File: src/rtl/mem_arb_pkg.sv
// Shared encodings and lane helpers for the two-port memory access arbiter.
package mem_arb_pkg;

  localparam int unsigned MEM_BYTES_DEF = 4096;
  localparam int unsigned WORD_W        = 32;

  localparam logic [1:0] SZ_BYTE = 2'b00;
  localparam logic [1:0] SZ_HALF = 2'b01;
  localparam logic [1:0] SZ_WORD = 2'b10;
  localparam logic [1:0] SZ_ILL  = 2'b11;

  typedef enum logic [2:0] {
    ST_IDLE   = 3'd0,
    ST_RD     = 3'd1,
    ST_WR     = 3'd2,
    ST_RMW_RD = 3'd3,
    ST_RMW_WR = 3'd4,
    ST_RESP   = 3'd5
  } state_t;

  // Right-justified lane mask for a transfer size; shifted by the byte offset for merge/extract.
  function automatic logic [WORD_W-1:0] lane_mask(input logic [1:0] size);
    case (size)
      SZ_BYTE: lane_mask = 32'h0000_00FF;
      SZ_HALF: lane_mask = 32'h0000_FFFF;
      default: lane_mask = 32'hFFFF_FFFF;
    endcase
  endfunction

  function automatic logic [2:0] size_bytes(input logic [1:0] size);
    case (size)
      SZ_BYTE: size_bytes = 3'd1;
      SZ_HALF: size_bytes = 3'd2;
      SZ_WORD: size_bytes = 3'd4;
      default: size_bytes = 3'd0;
    endcase
  endfunction

endpackage

File: src/rtl/mem_arb_rr.sv
// Two-way round-robin picker: a lone request wins; on a tie the port that did not win last goes.
module mem_arb_rr (
  input  logic [1:0] req,
  input  logic       rr_last,
  output logic [1:0] grant_c
);

  always_comb begin
    grant_c = 2'b00;
    case (req)
      2'b01:   grant_c = 2'b01;
      2'b10:   grant_c = 2'b10;
      2'b11:   grant_c = rr_last ? 2'b01 : 2'b10;
      default: grant_c = 2'b00;
    endcase
  end

endmodule

File: src/rtl/mem_access_arbiter.sv
// Shares a word-organised data memory between two requesters with round-robin arbitration,
// access checking, and read-modify-write for sub-word stores.
module mem_access_arbiter
  import mem_arb_pkg::*;
#(
  parameter int unsigned ADDR_W    = 32,
  parameter int unsigned DATA_W    = 32,
  parameter int unsigned MEM_BYTES = MEM_BYTES_DEF
) (
  input  logic              clk,
  input  logic              rst,
  input  logic [1:0]        req,
  input  logic [1:0]        we,
  input  logic [1:0]        size0,
  input  logic [1:0]        size1,
  input  logic [ADDR_W-1:0] addr0,
  input  logic [ADDR_W-1:0] addr1,
  input  logic [DATA_W-1:0] wdata0,
  input  logic [DATA_W-1:0] wdata1,
  output logic [1:0]        ack,
  output logic [1:0]        err,
  output logic [DATA_W-1:0] rdata,
  output logic              mem_read,
  output logic              mem_write,
  output logic [ADDR_W-1:0] mem_addr,
  output logic [DATA_W-1:0] mem_wdata,
  input  logic [DATA_W-1:0] mem_rdata
);

  localparam int unsigned AW1 = ADDR_W + 1;

  state_t            state_q, state_d;
  logic              rr_last_q, rr_last_d;
  logic [1:0]        grant;
  logic              win_q, win_d, we_q, we_d, fault_q, fault_d;
  logic [1:0]        size_q, size_d;
  logic [ADDR_W-1:0] addr_q, addr_d;
  logic [DATA_W-1:0] wdata_q, wdata_d;

  logic              sel_port, sel_we, sel_fault;
  logic [1:0]        sel_size;
  logic [ADDR_W-1:0] sel_addr;
  logic [DATA_W-1:0] sel_wdata;

  logic [4:0]        lane_shift;
  logic [DATA_W-1:0] lanes;
  logic [1:0]        ack_nxt, err_nxt;
  logic [DATA_W-1:0] rdata_nxt, mem_wdata_nxt;
  logic              mem_read_nxt, mem_write_nxt;
  logic [ADDR_W-1:0] mem_addr_nxt;

  mem_arb_rr u_rr (
    .req    (req),
    .rr_last(rr_last_q),
    .grant_c(grant)
  );

  assign sel_port  = grant[1];
  assign sel_we    = we[sel_port];
  assign sel_size  = sel_port ? size1  : size0;
  assign sel_addr  = sel_port ? addr1  : addr0;
  assign sel_wdata = sel_port ? wdata1 : wdata0;

  // Illegal size, misalignment, or any byte of the access past the end of memory.
  always_comb begin
    sel_fault = 1'b0;
    if (sel_size == SZ_ILL) sel_fault = 1'b1;
    if (sel_size == SZ_HALF && sel_addr[0]) sel_fault = 1'b1;
    if (sel_size == SZ_WORD && sel_addr[1:0] != 2'b00) sel_fault = 1'b1;
    if ((AW1'({1'b0, sel_addr}) + AW1'(size_bytes(sel_size))) > AW1'(MEM_BYTES)) sel_fault = 1'b1;
  end

  always_ff @(posedge clk or posedge rst) begin
    if (rst) begin
      state_q   <= ST_IDLE;
      rr_last_q <= 1'b1;
      win_q     <= 1'b0;
      we_q      <= 1'b0;
      fault_q   <= 1'b0;
      size_q    <= 2'b00;
      addr_q    <= '0;
      wdata_q   <= '0;
    end else begin
      state_q   <= state_d;
      rr_last_q <= rr_last_d;
      win_q     <= win_d;
      we_q      <= we_d;
      fault_q   <= fault_d;
      size_q    <= size_d;
      addr_q    <= addr_d;
      wdata_q   <= wdata_d;
    end
  end

  always_comb begin
    state_d   = state_q;
    rr_last_d = rr_last_q;
    win_d     = win_q;
    we_d      = we_q;
    fault_d   = fault_q;
    size_d    = size_q;
    addr_d    = addr_q;
    wdata_d   = wdata_q;
    case (state_q)
      ST_IDLE: begin
        if (grant != 2'b00) begin
          rr_last_d = sel_port;
          win_d     = sel_port;
          we_d      = sel_we;
          fault_d   = sel_fault;
          size_d    = sel_size;
          addr_d    = sel_addr;
          wdata_d   = sel_wdata;
          if (sel_fault)              state_d = ST_RESP;
          else if (!sel_we)           state_d = ST_RD;
          else if (sel_size == SZ_WORD) state_d = ST_WR;
          else                        state_d = ST_RMW_RD;
        end
      end
      ST_RD, ST_WR, ST_RMW_WR: state_d = ST_RESP;
      ST_RMW_RD:               state_d = ST_RMW_WR;
      default:                 state_d = ST_IDLE;
    endcase
  end

  assign lane_shift = {addr_q[1:0], 3'b000};
  assign lanes      = DATA_W'(lane_mask(size_q)) << lane_shift;

  // Next values of the registered outputs, decoded from the state being entered.
  always_comb begin
    ack_nxt       = 2'b00;
    err_nxt       = 2'b00;
    rdata_nxt     = '0;
    mem_read_nxt  = (state_d == ST_RD) || (state_d == ST_RMW_RD);
    mem_write_nxt = (state_d == ST_WR) || (state_d == ST_RMW_WR);
    mem_addr_nxt  = '0;
    mem_wdata_nxt = '0;
    if (mem_read_nxt || mem_write_nxt) mem_addr_nxt = {addr_d[ADDR_W-1:2], 2'b00};
    if (state_d == ST_WR) mem_wdata_nxt = wdata_d;
    if (state_d == ST_RMW_WR) mem_wdata_nxt = (mem_rdata & ~lanes) | ((wdata_q << lane_shift) & lanes);
    if (state_d == ST_RESP) begin
      ack_nxt[win_d] = 1'b1;
      err_nxt[win_d] = fault_d;
      if (state_q == ST_RD) rdata_nxt = (mem_rdata >> lane_shift) & DATA_W'(lane_mask(size_q));
    end
  end

  always_ff @(posedge clk or posedge rst) begin
    if (rst) begin
      ack       <= 2'b00;
      err       <= 2'b00;
      rdata     <= '0;
      mem_read  <= 1'b0;
      mem_write <= 1'b0;
      mem_addr  <= '0;
      mem_wdata <= '0;
    end else begin
      ack       <= ack_nxt;
      err       <= err_nxt;
      rdata     <= rdata_nxt;
      mem_read  <= mem_read_nxt;
      mem_write <= mem_write_nxt;
      mem_addr  <= mem_addr_nxt;
      mem_wdata <= mem_wdata_nxt;
    end
  end

endmodule

File: config.mk
export PLATFORM = sky130hd
export DESIGN_NAME = mem_access_arbiter
export DESIGN_NICKNAME = d
export VERILOG_FILES = /design/src/rtl/mem_arb_pkg.sv /design/src/rtl/mem_arb_rr.sv /design/src/rtl/mem_access_arbiter.sv
export SDC_FILE = /design/constraint.sdc
export NUM_CORES = 1
export LEC_CHECK = 0
export ABC_AREA = 1
export ABC_CLOCK_PERIOD_IN_PS = 10900
export CAP_MARGIN = 20
export CORE_AREA = 2 2 143 145
export CTS_CLUSTER_DIAMETER = 50
export DETAILED_ROUTE_END_ITERATION = 7
export DIE_AREA = 0 0 145 147
export PLACE_DENSITY = 0.83
export SLEW_MARGIN = 25
export SYNTH_ARGS = -nofsm -noshare
export SYNTH_HDL_FRONTEND = slang
export SYNTH_SLANG_ARGS = --single-unit
File: constraint.sdc
create_clock -name clk -period 10.9 [get_ports clk]
set_input_delay 1.635 -clock clk [delete_from_list [all_inputs] [get_ports clk]]
set_output_delay 1.635 -clock clk [all_outputs]
set_load 0.03 [all_outputs]
==> results of run 1 <==
-- how the worst max path moves through the flow --
stage,endpoint,slack [ps],cells past startpoint
final,mem_addr[14]$_DFF_PP0_,3960,27
after global routing,mem_addr[14]$_DFF_PP0_,3580,27
after CTS,mem_addr[14]$_DFF_PP0_,4010,25
after detailed placement,mem_addr[28]$_DFF_PP0_,3630,25
after global placement,mem_addr[7]$_DFF_PP0_,3830,26
after floorplan,ack[0]$_DFF_PP0_,4610,1
-- placed cells by master (no fill, tap or decap), types with 3 or more instances in the layout --
| master | Yosys | layout |
|---|---|---|
| nor2_2 | 8 | 10 |
| nand3_1 | 60 | 60 |
| nand2_2 | 2 | 3 |
| xor2_1 | 4 | 4 |
| inv_1 | 120 | 118 |
| nor2_1 | 98 | 96 |
| nand2_1 | 427 | 426 |
| dfrtp_1 | 171 | 169 |
| nor2_4 | 3 | 3 |
| nor3_1 | 11 | 11 |
| clkbuf_16 | 0 | 17 |
| clkinv_4 | 0 | 3 |
| o221ai_1 | 14 | 14 |
| ha_1 | 3 | 3 |
| a311oi_1 | 8 | 8 |
| a21oi_2 | 2 | 4 |
| nand4_1 | 8 | 8 |
| clkinv_2 | 0 | 3 |
| buf_4 | 8 | 8 |
| inv_6 | 0 | 6 |
| mux2i_1 | 33 | 33 |
| o211ai_1 | 20 | 20 |
| nand3_2 | 3 | 3 |
| o21ai_0 | 128 | 128 |
| nand3b_1 | 15 | 15 |
| a21oi_1 | 52 | 50 |
| clkdlybuf4s50_1 | 0 | 269 |
| or2_2 | 27 | 27 |
| inv_2 | 3 | 4 |
-- layer usage --
layer,wire [um],vias to the layer above,GRT usage
met1,13100,4526,0.381
met4,1430,0,0.137
met2,15300,520,0.495
met5,0,-,0
li1,-,4682,-
met3,2300,79,0.0618
-- state kept, by name, indices dropped and copies added (netlist names) --
register	cells
ack	2
addr_q	32
err	2
fault_q	1
mem_addr	30
mem_read	1
mem_wdata	32
mem_write	1
rdata	32
rr_last_q	1
size_q	2
state_q	3
wdata_q	32
win_q	1
-- cells by family (layout without fill, tap and decap cells) --
| kind of cell | count (synthesis) | in the layout |
|---|---|---|
| adders and majority gates | 4 | 4 |
| muxes | 33 | 33 |
| AOI/OAI and AO/OA | 234 | 234 |
| other | 1 | 2 |
| buffers and inverters | 195 | 434 |
| and+or+nand+nor | 664 | 664 |
| xor gates and xnor gates | 4 | 4 |
| DFF | 172 | 172 |
-- critical path: cells and delay by family --
family,cells,cell delay [ps]
AOI/OAI and AO/OA,6,1730
and+or+nand+nor,13,1660
buffers and inverters,6,1470
adders and majority gates,2,680
-- final cells by class --
cell class,count,area (um2)
Fill cell,1670,6800
Multi-Input combinational cell,941,4600
Sequential cell,172,4310
Timing Repair Buffer,279,2770
Inverter,124,472
Clock buffer,17,425
Tap cell,270,338
Clock inverter,14,136
-- metrics by stage --
step	utilization	hold WS (ps)	setup WS, ps	std cells	power (W)
after global routing	0.657	555	3580	1817	0.00322
after CTS	0.657	511	4010	1817	0.00301
after detailed placement	0.628	488	3630	1786	0.00241
final	0.657	514	3960	1817	0.00303
after floorplan	-	464	4610	1308	0.00192
after global placement	0.628	492	3830	1785	0.00237
-- where the power goes --
group          internal (W)  switching, W  leakage [nW]
registers          0.000856      0.000106          2.20
logic              0.000491      0.000986          3.74
clock network      0.000318      0.000271         0.273
==> results by group, run 1 <==
Yosys
  • Primary FF master, synth: dfrtp_1
  • Adder-cell share of the synthesized area: 0.00593
  • Synth top cells by count: nand2_1, dfrtp_1, o21ai_0, inv_1, nor2_1
  • Top cell type's share of synthesized area: 0.441
  • Yosys warning count: 0
  • Most common cell in the netlist: nand2_1
  • Distinct cells, synth: 42
  • Mapped Cells: 1307
  • Synth top area cells: dfrtp_1, nand2_1, o21ai_0
  • Mux share of post-synthesis cell area: 0.0341
  • XOR/XNOR Fraction of Synth Area: 0.00361
  • Asr flop ratio synth: 1.00
  • Complex-gate fraction of the synthesized area: 0.139
  • Simple-Gate Fraction of Synth Area: 0.289
  • Post-synth EDFFs: 0
  • Number of synthesized register bits: 172
  • Leading area contributor after synthesis: dfrtp_1
  • Syn Std Cell Area: 0.00970 mm2
  • Synthesized area per cell: 7.42 um2
  • Largest family of logic cells by synthesized area: simple AND/OR/NAND/NOR gates
  • Sequential fraction of the synthesis area: 0.444

STA
  • Worst slew pin tran: 948 ps
  • TNS Setup: 0 ps
  • Final Max Slew Viols: 0
  • Layout Skew: 12.1 ps
  • FMAX: 0.144 GHz
  • Final Hold Violating Endpoints: 0
  • Final worst-path cycle share: 0.637
  • Slew margin rel.: 0.367
  • RSZ-0062 raised after global routing: false
  • Fin crit period: 6940 ps
  • Setup violators final: 0

Layout
  • Fin nets: 1709
  • Share of cells above drive strength 1: 0.0672
  • Design area: 0.0130 mm2
  • Synth-to-layout area growth: 34.5%
  • N_diodes: 0

Route
  • Initial DRC Count: 839
  • Final ANT Viol Nets: 0
  • Via density: 5.40
  • WL per Instance: 17.7 um
  • Final WL: 32100 um
  • Vias: 9807
  • DRT Pass-1 Iters: 5
  • Number of remaining DRC errors: 0

Global routing
  • Number of global-route vias before repair: 9308
  • Antenna violations before repair: 0
  • Largest net degree at the start of global routing: 97
  • Global-route wire length before repair: 49600 um
  • GRT overflow: 0
  • GRT Util Overall: 0.299

Critical path
  • Reg2reg path depth: 25
  • R2R setup slack: 5370 ps
  • Required time worst endpoint: 11180 ps
  • Crit Path Class: primary input to flip-flop
  • Worst r2r dst: mem_addr[14]$_DFF_PP0_
  • Startpoint types: primary input
  • Most used cell, CP: nand2_1
  • Critical Path Fanout Max: 21
  • Slowest stage delay, CP: 550 ps
  • R2r startpoint: rr_last_q$_DFFE_PP1P_
  • Worst setup EP type: flip-flop
  • Arrival time at the worst endpoint: 7220 ps
  • CP startpoint: req[1]
  • Critical Path Slowest Stage Cell: clkdlybuf4s50_1

Run status
  • Status: completed

Die
  • Die width: 145 um
  • Die area: 0.0213 mm2
  • Top Ports: 272
  • # rows: 52
  • Core ar.: 0.0198 mm2
  • Initial Util: 0.489
  • Die Ht: 147 um

CTS
  • Clock sinks: 172
  • CTS Root Buffer Type: clkbuf_16
  • H-tree depth: 4
  • Clock Tree Buf Depth: 2
  • CTS tree: yes
  • CTS Hold Bufs: 0
  • Clock latency on the worst-skew pair: 430 ps
  • CTS Buf Count: 17
  • # Post-CTS Setup Buffers: 0
  • Clock transition at path regs: 60 ps
  • # resized after CTS: 0

Power
  • Power Density: 232 mW/mm2
  • Pleak: 6.22 nW
  • Peak VDD IR: 0.000128 V

Placement
  • Gp weighted congestion: 1.00
  • Final HPWL DP: 24100 um
  • Placed cell area: 0.0125 mm2
  • # port buffers: 269

Min path
  • Hold path cells: 2
  • Worst hold start: fault_q$_DFF_PP0_
  • Hold Crit Class: flip-flop to flip-flop
  • Worst Hold Path EP: fault_q$_DFF_PP0_

Flow run
  • Max Cap Violations: 0
(Power assumes the default switching activity.)
==> run 2: changes to the inputs <==
Settings changed: ABC_CLOCK_PERIOD_IN_PS 10900 to 6350, CORE_AREA 2 2 143 145 to 2 2 152 154, DIE_AREA 0 0 145 147 to 0 0 154 156, PLACE_DENSITY 0.83 to 0.77.
Clock period 10.9 ns to 6.35 ns, I/O delays scaled along.
==> run 2 against run 1 <==
Sequential cell count stayed put; clock skew is 3.0 ps higher; hold slack worse by 2.9 ps; sequential power is 70% higher; first-iteration DRC count is 3.3% lower; clock-buffer cell count stayed put; sequential share of layout area is 0.32 points lower; worst setup slack worse by 3100 ps; critical path type unchanged; critical endpoint is now mem_wdata[10]$_DFF_PP0_; largest cell class unchanged.
==> results by group, run 2 (synthesis results as in run 1) <==
CTS
  • Clock latency on the worst-skew pair: 440 ps
  • CTS Hold Bufs: 0
  • # Post-CTS Setup Buffers: 0
  • H-tree depth: 4
  • CTS Buf Count: 17
  • CTS Root Buffer Type: clkbuf_16
  • Clock sinks: 172
  • Clock Tree Buf Depth: 2
  • # resized after CTS: 0
  • Clock transition at path regs: 70 ps
  • CTS tree: yes

Layout
  • Most frequent cells in the layout: nand2_1, clkdlybuf4s50_1, dfrtp_1
  • Synth-to-layout area growth: 35.8%
  • Share of cells above drive strength 1: 0.0726
  • N_diodes: 0
  • Layout fillers: 2023
  • Most common cell after layout, fill and taps aside: nand2_1
  • Final cell count without fillers: 1842
  • Fin nets: 1718

Placement
  • Final HPWL DP: 25000 um
  • # port buffers: 269
  • Gp weighted congestion: 0.999
  • Cells after DPL: 1809

Run status
  • Status: completed

Global routing
  • Antenna violations before repair: 0
  • Global-route wire length before repair: 51800 um
  • GRT overflow: 0
  • Number of global-route vias before repair: 9625
  • Largest net degree at the start of global routing: 78
  • GRT Util Overall: 0.277

Critical path
  • Required time worst endpoint: 6710 ps
  • Crit Path Class: primary input to flip-flop
  • Worst setup EP type: flip-flop
  • Critical Path Fanout Max: 14
  • Startpoint types: primary input
  • Arrival time at the worst endpoint: 5800 ps

Route
  • Via density: 5.37
  • Final WL: 33000 um
  • Vias: 9888
  • Initial DRC Count: 811
  • WL per Instance: 17.9 um
  • DRT Pass-1 Iters: 6
  • Met2 WL: 15800 um
  • Top routing layer in use: met4
  • Wire length on met3: 2430 um
  • M1 WL: 13400 um
  • Final ANT Viol Nets: 0
  • Number of remaining DRC errors: 0

STA
  • Worst slew pin tran: 969 ps
  • Final worst-path cycle share: 0.857
  • Final Hold Violating Endpoints: 0
  • Fin crit period: 5440 ps
  • Setup violators final: 0
  • Final Max Slew Viols: 0
  • RSZ-0062 raised after global routing: false
  • Layout Skew: 15.1 ps
  • TNS Setup: 0 ps
  • Slew margin rel.: 0.353
  • FMAX: 0.184 GHz

Power
  • Switching power: 0.00237 W
  • Pleak: 6.28 nW
  • Internal power: 0.00289 W
  • Power Density: 400 mW/mm2
  • Flop pwr share: 0.312
  • Comb pwr share: 0.482
  • Clock power frac: 0.205
  • Sw Share: 0.450
  • Peak VDD IR: 0.000284 V

Die
  • # rows: 55
  • Die width: 154 um
  • Core ar.: 0.0224 mm2
  • Die area: 0.0240 mm2
  • Top Ports: 272
  • Initial Util: 0.434
  • Die Ht: 156 um

Min path
  • Hold Crit Class: flip-flop to flip-flop

Flow run
  • Max Cap Violations: 0
==> run 2: cell types whose count changed in the layout (fill, tap and decap cells not counted), sizes merged <==
cell	before	now
inv	129	131
buf	10	19
clkinvlp	2	1
==> run 2: power groups by stage <==
| stage | Combinational (W) | Sequential, W | Clock (W) |
|---|---|---|---|
| after floorplan | 0.00143 | 0.00187 | 0 |
| after global placement | 0.00246 | 0.00165 | 0 |
| after detailed placement | 0.00250 | 0.00166 | 0 |
| after CTS | 0.00252 | 0.00164 | 0.00109 |
| after global routing | 0.00281 | 0.00168 | 0.00113 |
| final | 0.00254 | 0.00164 | 0.00108 |
==> run 2: area by class of cell <==
type	instances	area, um2	area share
clock buffer	17	425	0.0323
tap	285	357	0.0271
sequential	172	4310	0.327
timing repair buffer	288	2840	0.216
inverter	124	470	0.0357
multi-input combinational	941	4600	0.349
clock inverter	15	178	0.0135
==> run 2: routing by layer <==
metal | up-vias | track usage
li1 | 4691 | -
met1 | 4592 | 0.349
met5 | - | 0
met4 | 0 | 0.114
met3 | 90 | 0.0494
met2 | 515 | 0.473
==> run 2: path summary, 6_finish.rpt <==
kind                                       startpoint                 endpoint  slack (ps)  cells past startpoint
worst max-delay path                           req[1]  mem_wdata[10]$_DFF_PP0_         910                     28
worst min-delay path                fault_q$_DFF_PP0_        fault_q$_DFF_PP0_         510                      2
worst max register to register  rr_last_q$_DFFE_PP1P_  mem_wdata[10]$_DFF_PP0_        1650                     26
worst min register to register      fault_q$_DFF_PP0_        fault_q$_DFF_PP0_         510                      2
max in group asynchronous                         rst    addr_q[0]$_DFFE_PP0P_        4390                      3
min in group asynchronous                         rst   mem_addr[31]$_DFF_PP0_         890                      2
==> run 2: stage by stage <==
step / hold WS, ps / setup slack [ps] / util / area, um2 / total power [W]
6_report: 511 / 909 / 0.589 / 13200 / 0.00526
5_1_grt: 551 / 515 / 0.589 / 13200 / 0.00562
4_1_cts: 513 / 966 / 0.588 / 13200 / 0.00525
3_5_place_dp: 495 / 520 / 0.561 / 12600 / 0.00416
3_3_place_gp: 493 / 621 / 0.561 / 12500 / 0.00411
2_1_floorplan: 464 / 739 / - / 9700 / 0.00330
==> run 2: critical path, cell delays in order <==
cell,delay (ps)
clkdlybuf4s50_1,560
inv_2,60
a21oi_4,290
inv_1,230
or2_2,310
o21ai_0,80
buf_4,140
inv_1,40
ha_1,240
fa_1,430
a21oi_1,250
nand3b_1,220
nor2_2,90
nand2_1,100
nor2_1,70
nand3_1,80
nand2_1,60
nor2_1,120
nand2_1,70
nor2_1,110
nand2_1,80
nor2_2,110
nand4_2,110
a21oi_2,170
and2_1,390
buf_4,280
nand2_1,70
nand2_1,70
==> run 3: changes to the inputs <==
Settings changed: CAP_MARGIN 20 to 5.
==> results of run 3 <==
No change in the layout: final DEF, timing and power equal those of run 2.
